## src/rtl/phase_step_sequencer_pkg.sv

```systemverilog
// Shared widths and FSM encoding for the phase-step sequencer.
package phase_step_sequencer_pkg;

  localparam int unsigned PHASE_W = 30;
  localparam int unsigned COUNT_W = 8;
  localparam int unsigned STEPS_W = 16;
  localparam int unsigned HOLD_W  = PHASE_W + 1;
  localparam int unsigned CMD_W   = PHASE_W + COUNT_W;

  typedef enum logic [1:0] {
    IDLE = 2'd0,
    LOAD = 2'd1,
    HOLD = 2'd2,
    GAP  = 2'd3
  } state_t;

endpackage

```

## src/rtl/phase_step_sequencer_if.sv

```systemverilog
// Command handshake between the host register block and the sequencer.
interface phase_step_sequencer_if;
  import phase_step_sequencer_pkg::*;

  logic               cmd_valid;
  logic               cmd_ready;
  logic [PHASE_W-1:0] cmd_step;
  logic [COUNT_W-1:0] cmd_count;

  modport master (output cmd_valid, output cmd_step, output cmd_count, input cmd_ready);
  modport slave  (input cmd_valid, input cmd_step, input cmd_count, output cmd_ready);

endinterface

```

## src/rtl/phase_step_sequencer_cmd_fifo.sv

```systemverilog
// First-word-fall-through command queue with registered full/empty flags.
module cmd_fifo #(
  parameter int unsigned WIDTH = 38,
  parameter int unsigned DEPTH = 4
) (
  input  logic             clk,
  input  logic             rst,
  input  logic             clear,
  input  logic             push,
  input  logic [WIDTH-1:0] din,
  input  logic             pop,
  output logic [WIDTH-1:0] dout,
  output logic             full,
  output logic             empty
);

  localparam int unsigned AW = $clog2(DEPTH);

  logic [WIDTH-1:0] mem [DEPTH];
  logic [AW-1:0]    wr_ptr;
  logic [AW-1:0]    rd_ptr;
  logic [AW:0]      count;
  logic [AW:0]      count_next;
  logic             do_push;
  logic             do_pop;

  // A push into a full queue is legal only when the head leaves the same cycle.
  assign do_push = push && (!full || pop);
  assign do_pop  = pop && !empty;
  assign dout    = mem[rd_ptr];

  always_comb begin
    count_next = count;
    if (do_push && !do_pop)
      count_next = count + (AW+1)'(1);
    else if (!do_push && do_pop)
      count_next = count - (AW+1)'(1);
  end

  always_ff @(posedge clk or posedge rst) begin
    if (rst) begin
      wr_ptr <= '0;
      rd_ptr <= '0;
      count  <= '0;
      full   <= 1'b0;
      empty  <= 1'b1;
    end else if (clear) begin
      wr_ptr <= '0;
      rd_ptr <= '0;
      count  <= '0;
      full   <= 1'b0;
      empty  <= 1'b1;
    end else begin
      if (do_push) wr_ptr <= wr_ptr + AW'(1);
      if (do_pop)  rd_ptr <= rd_ptr + AW'(1);
      count <= count_next;
      full  <= (count_next == (AW+1)'(DEPTH));
      empty <= (count_next == '0);
    end
  end

  always_ff @(posedge clk) begin
    if (do_push && !clear) mem[wr_ptr] <= din;
  end

endmodule

```

## src/rtl/phase_step_sequencer.sv

```systemverilog
// Drives the divider phase_increment with hold-then-release steps from a command queue.
module phase_step_sequencer
  import phase_step_sequencer_pkg::*;
#(
  parameter int unsigned FIFO_DEPTH  = 4,
  parameter int unsigned HOLD_MARGIN = 4,
  parameter int unsigned GAP_CYCLES  = 4
) (
  input  logic                   clk,
  input  logic                   rst,
  phase_step_sequencer_if.slave  cmd,
  input  logic                   flush,
  input  logic [PHASE_W-1:0]     clk_divider_modulus,
  output logic [PHASE_W-1:0]     phase_increment,
  output logic                   busy,
  output logic [STEPS_W-1:0]     steps_done,
  output logic                   step_error
);

  localparam int unsigned GAP_W = $clog2(GAP_CYCLES + 1);

  state_t             state, next_state;
  logic               accept, cmd_legal, cmd_too_big, push;
  logic               fifo_full, fifo_empty;
  logic [CMD_W-1:0]   fifo_dout;
  logic [PHASE_W-1:0] cur_step;
  logic [COUNT_W-1:0] cur_count;
  logic [HOLD_W-1:0]  hold_cnt;
  logic [GAP_W-1:0]   gap_cnt;
  logic               hold_last, gap_last;
  logic               pop, load_step, end_step, enter_gap;

  assign cmd.cmd_ready = !fifo_full;
  assign accept        = cmd.cmd_valid && cmd.cmd_ready && !flush;
  assign cmd_legal     = (cmd.cmd_step != '0) && (cmd.cmd_count != '0);
  assign cmd_too_big   = cmd.cmd_step > clk_divider_modulus;
  assign push          = accept && cmd_legal && !cmd_too_big;
  assign hold_last     = (hold_cnt == HOLD_W'(1));
  assign gap_last      = (gap_cnt == GAP_W'(1));
  assign busy          = (state != IDLE) || !fifo_empty;

  cmd_fifo #(
    .WIDTH (CMD_W),
    .DEPTH (FIFO_DEPTH)
  ) u_cmd_fifo (
    .clk   (clk),
    .rst   (rst),
    .clear (flush),
    .push  (push),
    .din   ({cmd.cmd_step, cmd.cmd_count}),
    .pop   (pop),
    .dout  (fifo_dout),
    .full  (fifo_full),
    .empty (fifo_empty)
  );

  always_ff @(posedge clk or posedge rst) begin
    if (rst) state <= IDLE;
    else     state <= next_state;
  end

  always_comb begin
    next_state = state;
    case (state)
      IDLE: if (!fifo_empty && !flush) next_state = LOAD;
      LOAD: next_state = flush ? GAP : HOLD;
      HOLD: if (flush || hold_last) next_state = GAP;
      GAP:  if (gap_last) next_state = (cur_count != '0 && !flush) ? LOAD : IDLE;
      default: next_state = IDLE;
    endcase
  end

  // A flush always wins over a step that would otherwise complete this cycle.
  always_comb begin
    pop       = (state == IDLE) && !fifo_empty && !flush;
    load_step = (state == LOAD) && !flush;
    end_step  = (state == HOLD) && hold_last && !flush;
    enter_gap = ((state == LOAD) && flush) || ((state == HOLD) && (flush || hold_last));
  end

  always_ff @(posedge clk or posedge rst) begin
    if (rst) begin
      phase_increment <= '0;
      steps_done      <= '0;
      step_error      <= 1'b0;
      cur_step        <= '0;
      cur_count       <= '0;
      hold_cnt        <= '0;
      gap_cnt         <= '0;
    end else begin
      if (accept && cmd_legal && cmd_too_big) step_error <= 1'b1;
      if (pop) {cur_step, cur_count} <= fifo_dout;

      if (load_step) begin
        phase_increment <= cur_step;
        hold_cnt <= HOLD_W'(clk_divider_modulus) + HOLD_W'(1) + HOLD_W'(HOLD_MARGIN);
      end else if (state == HOLD) begin
        hold_cnt <= hold_cnt - HOLD_W'(1);
      end

      if (enter_gap) begin
        phase_increment <= '0;
        gap_cnt         <= GAP_W'(GAP_CYCLES);
      end else if (state == GAP) begin
        gap_cnt <= gap_cnt - GAP_W'(1);
      end

      if (end_step) begin
        steps_done <= steps_done + STEPS_W'(1);
        cur_count  <= cur_count - COUNT_W'(1);
      end
      if (flush) cur_count <= '0;
    end
  end

endmodule

```

## src/flat_wrapper.sv

```systemverilog
// flat-port wrapper written by rule: the top's interface ports become plain ports
module phase_step_sequencer_flat import phase_step_sequencer_pkg::*;
#(
  parameter int unsigned FIFO_DEPTH  = 4,
  parameter int unsigned HOLD_MARGIN = 4,
  parameter int unsigned GAP_CYCLES  = 4
)
  (clk, rst, flush, clk_divider_modulus, phase_increment, busy, steps_done, step_error, cmd_cmd_valid, cmd_cmd_step, cmd_cmd_count, cmd_cmd_ready);
  phase_step_sequencer_if cmd_i ();
  input  logic clk;
  input  logic rst;
  input  logic flush;
  input  logic [PHASE_W-1:0] clk_divider_modulus;
  output logic [PHASE_W-1:0] phase_increment;
  output logic busy;
  output logic [STEPS_W-1:0] steps_done;
  output logic step_error;
  input wire logic [$bits(cmd_i.cmd_valid)-1:0] cmd_cmd_valid;
  input wire logic [$bits(cmd_i.cmd_step)-1:0] cmd_cmd_step;
  input wire logic [$bits(cmd_i.cmd_count)-1:0] cmd_cmd_count;
  output wire logic [$bits(cmd_i.cmd_ready)-1:0] cmd_cmd_ready;
  assign cmd_i.cmd_valid = cmd_cmd_valid;
  assign cmd_i.cmd_step = cmd_cmd_step;
  assign cmd_i.cmd_count = cmd_cmd_count;
  assign cmd_cmd_ready = cmd_i.cmd_ready;
  phase_step_sequencer #(.FIFO_DEPTH(FIFO_DEPTH), .HOLD_MARGIN(HOLD_MARGIN), .GAP_CYCLES(GAP_CYCLES)) u_core (.clk(clk), .rst(rst), .cmd(cmd_i), .flush(flush), .clk_divider_modulus(clk_divider_modulus), .phase_increment(phase_increment), .busy(busy), .steps_done(steps_done), .step_error(step_error));
endmodule
```

## config.mk

```make
export PLATFORM = sky130hd
export DESIGN_NAME = phase_step_sequencer_flat
export DESIGN_NICKNAME = d
export VERILOG_FILES = /design/src/rtl/phase_step_sequencer_pkg.sv /design/src/rtl/phase_step_sequencer_if.sv /design/src/rtl/phase_step_sequencer_cmd_fifo.sv /design/src/rtl/phase_step_sequencer.sv /design/src/flat_wrapper.sv
export SDC_FILE = /design/constraint.sdc
export NUM_CORES = 1
export LEC_CHECK = 0
export BUFFER_PORTS_ARGS = -buffer_cell sky130_fd_sc_hd__buf_4
export CORE_AREA = 4 4 209 190
export CTS_CLUSTER_SIZE = 24
export DETAILED_ROUTE_END_ITERATION = 10
export DIE_AREA = 0 0 213 194
export SLEW_MARGIN = 20
export SYNTH_ARGS = -nofsm -noshare
export SYNTH_HDL_FRONTEND = slang
export SYNTH_SLANG_ARGS = --single-unit
```

## constraint.sdc

```tcl
create_clock -name clk -period 3.9 [get_ports clk]
set_clock_uncertainty 0.1 [all_clocks]
set_input_delay 0 -clock clk [delete_from_list [all_inputs] [get_ports clk]]
set_output_delay 0 -clock clk [all_outputs]
set_load 0.02 [all_outputs]
```

* Word-level counts from Yosys, hierarchy flattened *
Memory sizes are Yosys's and may differ from the RTL's.
Cells that the tools add are included.

word-level totals
  bits in registers = 130
  bits in writable memories = 152
  input bits = 72
  output and inout bits = 49
  memories = 1

memory list
  name                   words  width  read ports  clocked after Yosys merged registers in  write ports  RTL line                             text
  u_core.u_cmd_fifo.mem  4      38     1           0                                        1            phase_step_sequencer_cmd_fifo.sv:19  logic [WIDTH-1:0] mem [DEPTH];

cells by class
  $add $sub $neg = 10
  magnitude comparators = 1
  equal/unequal tests = 9
  mux-type cells = 26
  reduce and logical (&&, ||, !) cells = 43

operators by type and width
  operator                                                number
  two-way mux 31 bit                                      2
  two-way mux 30 bit                                      2
  adder 30 x 1 -> 31 bit (second input constant)          1
  adder 31 x 3 -> 31 bit (second input constant)          1
  == test 31 x 1 -> 1 bit (second input constant)         1
  subtractor 31 x 1 -> 31 bit (second input constant)     1
  > comparator 30 bit                                     1
  nonzero test 30 bit                                     1
  two-way mux 8 bit                                       3
  logical AND 1 bit                                       20
  adder 16 x 1 -> 16 bit (second input constant)          1
  nonzero test 8 bit                                      2
  two-way mux 3 bit                                       5
  two-way mux 2 bit                                       7
  nonzero test 2 bit                                      6
  one-hot mux 2 bit (4 select lines)                      1
  subtractor 8 x 1 -> 8 bit (second input constant)       1
  logical NOT 1 bit                                       6
  two-way mux 1 bit                                       6
  inequality test 2 x 1 -> 1 bit (second input constant)  3
  subtractor 3 x 1 -> 3 bit (second input constant)       2
  adder 2 x 1 -> 2 bit (second input constant)            2
  == test 2 bit (second input constant)                   2
  logical OR 1 bit                                        4
  other kinds (8)                                         8

* Longest topological paths before layout *
Gate-level depths: netlist of run 1.

  depth in word-level cells = 12
  depth in mapped cells = 10

* Cells and area by module *
Synthesis of run 1 repeated with hierarchy kept, for this count alone.

unflattened totals
  cells, all modules = 1015
  area total of the unflattened synthesis = 13198.9 um^2

by module, submodules not included
  module                instances  cells an instance  area an instance (um^2)  sequential area each (um^2)
  phase_step_sequencer  1          752                7134.3                   3027.9
  cmd_fifo              1          263                6064.6                   4790.8

* Worst setup path before layout of run 1 *
Ideal clock, no wire load.

  path kind = in2reg
  start = input clk_divider_modulus[29]
  end = memory u_core.u_cmd_fifo.mem[0][0], enable pin
  arrival time = 2.694 ns
  path slack = 0.707 ns
  cell stages on the path = 8
  path buffers = 1
  cells stage by stage = inv_1 > ha_1 > nand4_1 > nor4_1 > a22oi_1 > nor3_1 > clkbuf_1 > and2_1

between the ends
  cells in the longest elaborated chain, start to end = 7

ends and longest elaborated chain
  what                                     RTL line                             text
  start, declared                          flat_wrapper.sv:13                   input logic [PHASE_W-1:0] clk_divider_modulus;
  > comparator 30 bit                      phase_step_sequencer.sv:36           assign cmd_too_big = cmd.cmd_step > clk_divider_modulus;
  logical NOT 1 bit                        phase_step_sequencer.sv:37           assign push = accept && cmd_legal && !cmd_too_big;
  logical AND 1 bit                        phase_step_sequencer.sv:37
  logical AND 1 bit                        phase_step_sequencer_cmd_fifo.sv:28  assign do_push = push && (!full || pop);
  logical AND 1 bit                        phase_step_sequencer_cmd_fifo.sv:63  if (do_push && !clear) mem[wr_ptr] <= din;
  two-way mux 1 bit                        phase_step_sequencer_cmd_fifo.sv:63
  two-way mux 1 bit (not written as such)  phase_step_sequencer_cmd_fifo.sv:63
  end, declared                            phase_step_sequencer_cmd_fifo.sv:19

No other way between the ends.

* Worst setup path after layout of run 1 *
  start = input clk_divider_modulus[29]
  end = memory u_core.u_cmd_fifo.mem[2][25], enable pin

Same word-level chain as after synthesis.

==> results of run 1 <==
## cell type report
type	instances	area, µm²	share of cell area [%]
well taps	483	604	3.66
flip-flops and latches	282	7820	47.3
repair buffers	232	2000	12.1
multi-input cells	703	4860	29.4
clock inverters	22	308	1.86
inverters	53	204	1.23
clock buffers	31	733	4.44
## cell usage in the layout (no fill, tap or decap), types with 20 or more instances in the layout
cell           netlist  routed
buf_4                0     140
mux4_2              38      38
a21oi_1             62      62
nand3_1             23      23
xnor2_1             54      54
nand2_1            221     220
clkbuf_16            0      29
xor2_1              20      20
ha_1                49      49
dfrtp_1            129     128
edfxtp_1           152     152
nor4_1              20      20
nor2_1              48      47
dlygate4sd3_1        0      89
inv_1               53      52
o21ai_0             40      40
nor3_1              22      22
## worst min-delay path: stages
cell           delay [ps]
dlygate4sd3_1         540
buf_4                 150
inv_6                 460
## power by group through the flow
stage	Sequential, mW	Clock (mW)	Combinational, mW
after global routing	4.10	3.22	2.23
after detailed placement	4.08	0	1.93
after floorplan	4.14	0	1.13
after global placement	4.07	0	1.89
final	4.03	3.02	1.99
after CTS	4.03	3.08	2.02
## cells in the mapped netlist, types with 23 or more instances
cell type,instances
edfxtp_1,152
dfrtp_1,129
nor2_1,48
mux4_2,38
nand2_1,221
clkbuf_1,32
xnor2_1,54
nand3_1,23
ha_1,49
inv_1,53
o21ai_0,40
a21oi_1,62
## logic make-up (layout without fill, tap and decap cells)
logic type / Yosys count / count (layout) / synth area share [%]
and+or+nand+nor: 399 / 399 / 14.4
DFF: 282 / 282 / 60.1
AOI/OAI and AO/OA: 134 / 134 / 5.81
buffers and inverters: 92 / 338 / 2.69
xor gates and xnor gates: 74 / 74 / 4.98
adders and majority gates: 49 / 49 / 4.71
muxes: 47 / 47 / 7.29
## flip-flops by register name, summed over array words and instances (netlist names)
signal,count
u_core.cur_count,8
u_core.u_cmd_fifo.count,3
u_core.gap_cnt,3
u_core.u_cmd_fifo.full,1
u_core.phase_increment,30
u_core.cur_step,30
u_core.step_error,1
u_core.u_cmd_fifo.wr_ptr,2
u_core.u_cmd_fifo.rd_ptr,2
u_core.u_cmd_fifo.mem,152
u_core.hold_cnt,31
u_core.u_cmd_fifo.empty,1
u_core.steps_done,16
u_core.state,2
## routing by layer
metal  routed length, µm  global-route usage (%)  share of wire, %  vias up
li1                    -                       -                 -     4314
met1               15700                    23.7                47     4509
met2               15400                    25.5                46      223
met3                1510                    2.44               4.5       43
met4                 634                    2.93               1.9        0
met5                   0                       0                 0        -
## path summary, 6_finish.rpt
kind | from | to | slack [ps] | cells after the start
max | clk_divider_modulus[29] | u_core.u_cmd_fifo.mem[2][25] | 670 | 10
max in group asynchronous | rst | u_core.cur_step[2] | 2780 | 4
max reg2reg | u_core.hold_cnt[7] | u_core.steps_done[12] | 870 | 7
min | rst | u_core.hold_cnt[3] | 10 | 3
min in group clk | clk_divider_modulus[27] | u_core.hold_cnt[28] | 40 | 6
min reg2reg | u_core.steps_done[15] | u_core.steps_done[15] | 370 | 1
## repair_timing
action                    CTS  global route
hold buffers               89             0
gates resized for setup     0             0
hold endpoints to repair  268             0
## metrics by stage
step | setup WS [ps] | instances
final | 673 | 1806
after detailed placement | 660 | 1664
after global routing | 425 | 1806
after CTS | 659 | 1806
after global placement | 737 | 1664
after floorplan | 332 | 1077
==> results.ini, run 1 <==
[cts]
cts_tree=built
cts_buffer_depth=3
cts_max_level=1
cts_setup_buffers=0
cts_root_buffer=clkbuf_16
numClockSinks=282
clk_latency_ps=550
numCtsBuffers=29
clk_pin_slew_ps=70

[logic_synthesis]
synth_seq_cells=282
synthCells=1077
synth_top_area_share_pct=35.1
synth_edf_count=152
ys_seq_area_share_pct=60.1
syn_area_mm2=0.0130
async_flop_share_pct=46.1
synth_flop_cell=edfxtp_1
synth_area_leaders=edfxtp_1 (35%), dfrtp_1 (25%), mux4_2 (6.6%)
syn_nets=1198
syn_area_per_cell_um2=12.1
yosysTopAreaCell=edfxtp_1
yosys_warnings=0
ys_types=57

[timing]
post-route-period-util_pct=82.7
min_period_ps=3230
hold_violations=0
finalMaxSlewViolations=0
fmax_mhz=310
holdWs_ps=11.2
setup_viol=0
tightest_slew_ps=909
setup_tns_ps=0
rsz0062_at_grt=no
timing.slew.headroom_pct=39.4

[setup_path]
required_ps=4030
path_class=in2reg
max_stage_delay_ps=620
crit_fanout=27
worst-path-buf-inv=4
worst_ep_arrival_time_ps=3360
worstSetupStartpointType=input port
cp_slowest_cell=nor4_1
cp_cell_sequence=dlygate4sd3_1 -> buf_4 -> inv_1 -> ha_1 -> nand4_1 -> nor4_1 -> a22oi_1 -> nor3_1 -> and2_2 -> buf_12
cpLargestDelayFamily=simple AND/OR/NAND/NOR gates
endpoint_kind=register

[layout]
fill_cells=3417
nNetsFinal=1422
drive_gt1_share_pct=19.0
area_growth_pct=27.1
final_util_pct=44.3
design_area_mm2=0.0165
diodes=0

[route]
drtAntennaViolNets=0
viasPerCell=5.03
drc=0
wl_um=33200
dr.pass1.iters=5
drtIter0Drc=677
vias=9089
wire_per_inst_um=18.4

[power_and_ir_drop]
p_clk_share_pct=33.4
p_int_mw=6.34
power.switching_mw=2.70
p_comb_share_pct=22.0
p_total_mw=9.03
leakage_nw=6.64
p_seq_share_pct=44.6
p_per_area_mw_per_mm2=547
p_sw_share_pct=29.8
max-vdd-ir-drop_v=0.000404

[floorplanning]
num_rows=67
die_area_mm2=0.0413
ioPinCount=121
start_util_pct=34.9
die_x_um=213
fp.dieH_um=194
core_area_mm2=0.0373

[global_route]
overflow=0
grt_max_degree=68
antenna_found_initial=0
first_global_vias=9173
grt_pass1_wl_um=52500
grt_usage_pct=16.1

[placed_design]
gp_congestion=0.847
placed_area_mm2=0.0146
hpwl_um=23100
io_buffer_count=120

[flow_run]
cap_violations=0

[outcome]
status=finished, final reports clean

[worst_hold_path]
hp-class=in2async

(Power assumes the default switching activity.)
==> inputs of run 2 (changes only) <==
==> constraint.sdc (replaced) <==
create_clock -name clk -period 2.6 [get_ports clk]
set_clock_uncertainty 0.1 [all_clocks]
set_input_delay 0 -clock clk [delete_from_list [all_inputs] [get_ports clk]]
set_output_delay 0 -clock clk [all_outputs]
set_load 0.02 [all_outputs]
==> run 2 against run 1 <==
  * Clock-buffer cell count grew 3
  * Cell count grew 3.9%
  * Register-to-register slack lost 860 ps
  * Final area grew 5.2%
  * Non-clock buffer count grew 68
  * Die area is the same
==> results.ini, run 2 (same netlist as run 1, synthesis figures left out) <==
[route]
drc=0  ; unchanged
vias=9328  ; was 9089
dr.pass1.iters=5  ; unchanged
wire_per_inst_um=18.3  ; was 18.4 µm
wl_um=34300  ; was 33200 µm
drtAntennaViolNets=0  ; unchanged
viasPerCell=4.97  ; was 5.03
drtIter0Drc=613  ; was 677

[global_route]
first_global_vias=9340  ; was 9173
antenna_found_initial=0  ; unchanged
grt_max_degree=45  ; was 68
grt_pass1_wl_um=52500  ; about the same
grt_usage_pct=16.0  ; was 16.1%
overflow=0  ; unchanged

[layout]
fill_cells=3308  ; was 3417
most-common-layout-cells=nand2_1 (217), buf_4 (196), edfxtp_1 (152)  ; was nand2_1 (220), edfxtp_1 (152), buf_4 (140)
nNetsFinal=1491  ; was 1422
design_area_mm2=0.0174  ; was 0.0165 mm²
reg_top3=u_core.u_cmd_fifo.mem: 152 flops, u_core.hold_cnt: 31 flops  ; unchanged
top_register=u_core.u_cmd_fifo.mem  ; unchanged
area_growth_pct=33.7  ; was 27.1%
diodes=0  ; unchanged
layout_commonest_cell=nand2_1  ; unchanged
final_util_pct=46.6  ; was 44.3%
drive_gt1_share_pct=25.5  ; was 19.0%
largest_reg_flops=152  ; unchanged

[timing]
min_period_ps=2590
fin_ws_ps=8.99  ; was 673 ps
tightest_slew_ps=866  ; was 909 ps
hold_violations=0  ; unchanged
fmax_mhz=386
setup_viol=0  ; unchanged
timing.slew.headroom_pct=42.1  ; was 39.4%
holdWs_ps=66.9  ; was 11.2 ps
rsz0062_at_grt=yes  ; was no
post-route-period-util_pct=99.7
finalMaxSlewViolations=0  ; unchanged

[power_and_ir_drop]
leakage_nw=7.06  ; was 6.64 nW
p_per_area_mw_per_mm2=796  ; was 547 mW/mm²
max-vdd-ir-drop_v=0.000528  ; was 0.000404 V

[setup_path]
crit_top_cell=buf_4
cpLargestDelayFamily=simple AND/OR/NAND/NOR gates  ; unchanged
path_class=reg2reg  ; was in2reg
crit_fanout=6  ; was 27
endpoint_kind=register  ; unchanged
cp_cell_sequence=or4_4 -> nor4b_4 -> nand4_2 -> nor4_4 -> buf_4 -> nand4_4 -> buf_4 -> xnor2_1  ; was dlygate4sd3_1 -> buf_4 -> inv_1 -> ha_1 -> nand4_1 -> nor4_1 -> a22oi_1 -> nor3_1 -> and2_2 -> buf_12
cp_slowest_cell=or4_4  ; was nor4_1
worstSetupStartpointType=register  ; was input port
worst-path-buf-inv=2  ; was 4
worst_ep_arrival_time_ps=2940  ; was 3360 ps
required_ps=2950  ; was 4030 ps
rrSetupSlack_ps=9  ; was 870 ps
max_stage_delay_ps=560  ; was 620 ps

[placed_design]
pre_cts_ws_ps=-36.2  ; was 660 ps
io_buffer_count=120  ; unchanged
hpwl_um=23700  ; was 23100 µm
gp_congestion=0.819  ; was 0.847
placed_area_mm2=0.0152  ; was 0.0146 mm²

[floorplanning]
ioPinCount=121  ; unchanged
die_area_mm2=0.0413  ; unchanged
die_x_um=213  ; unchanged
fp.dieH_um=194  ; unchanged
start_util_pct=34.9  ; unchanged
num_rows=67  ; unchanged
core_area_mm2=0.0373  ; unchanged

[cts]
cts_buffer_depth=3  ; unchanged
numClockSinks=282  ; unchanged
cts_tree=built  ; unchanged
clk_latency_ps=570  ; was 550 ps
cts_max_level=1  ; unchanged
cts_root_buffer=clkbuf_16  ; unchanged
numCtsBuffers=30  ; was 29
clk_pin_slew_ps=60  ; was 70 ps

[flow_run]
cap_violations=0  ; unchanged

[worst_hold_path]
hp-class=in2async  ; unchanged

[outcome]
status=finished, final reports clean  ; unchanged

-- run 2: cell types whose count changed in the layout (fill, tap and decap cells not counted), sizes merged --
cell         before  now
buf             143  212
clkbuf           31   38
dlygate4sd3      89   84
clkinv            6   10
bufinv            7    4
inv              55   54
-- run 2: layout make-up --
cell class | count | area (µm²) | area share [%]
flip-flops and latches | 282 | 7820 | 45.0
repair buffers | 300 | 2700 | 15.5
clock buffers | 34 | 806 | 4.63
well taps | 483 | 604 | 3.48
inverters | 53 | 203 | 1.17
multi-input cells | 703 | 5010 | 28.8
clock inverters | 22 | 245 | 1.41
-- run 2: worst min-delay path: cells and delay by family --
| kind | cells | cell delay, ps |
|---|---|---|
| buffers and inverters | 3 | 1230 |
-- run 2: power breakdown --
part / total, mW / internal, mW / switching (mW)
combinational: 3.36 / 1.51 / 1.85
sequential: 6.01 / 5.46 / 0.546
clock: 4.47 / 2.64 / 1.83
total: 13.8 / 9.61 / 4.22
-- run 2: what timing repair did --
action                                  4_1_cts  5_1_grt
endpoints found under the hold margin       274        0
hold buffers                                 84        0
buffers inserted                              0        3
endpoints found under the setup margin        5      177
resized for setup                             1       51
cloned                                        0        5
pin swaps                                     1       20
-- run 2: final timing paths --
| path | start | to | cells after the start |
|---|---|---|---|
| worst min register to register | u_core.steps_done[15] | u_core.steps_done[15] | 1 |
| worst min-delay path | rst | u_core.hold_cnt[3] | 3 |
| worst max-delay path | u_core.hold_cnt[24] | u_core.steps_done[5] | 8 |
| worst max register to register | u_core.hold_cnt[24] | u_core.steps_done[5] | 8 |
| max in group asynchronous | rst | u_core.phase_increment[11] | 4 |
| min in group clk | cmd_cmd_count[1] | u_core.u_cmd_fifo.mem[3][1] | 2 |
-- run 2: per-layer routing --
layer	global-route usage, %	vias to the layer above	share of wire [%]
met5	0	-	0
met4	3.91	0	2.2
met3	2.41	49	5.2
met2	26.0	260	47
met1	22.8	4584	46
li1	-	4435	-
-- run 2: through the flow --
step / total power, mW / setup TNS [ps] / instances
6_report: 13.8 / 0 / 1877
4_1_cts: 13.9 / 0 / 1869
5_1_grt: 14.6 / -1520 / 1877
2_1_floorplan: 7.90 / -30680 / 1077
3_5_place_dp: 9.27 / -121 / 1729
3_3_place_gp: 9.18 / 0 / 1729
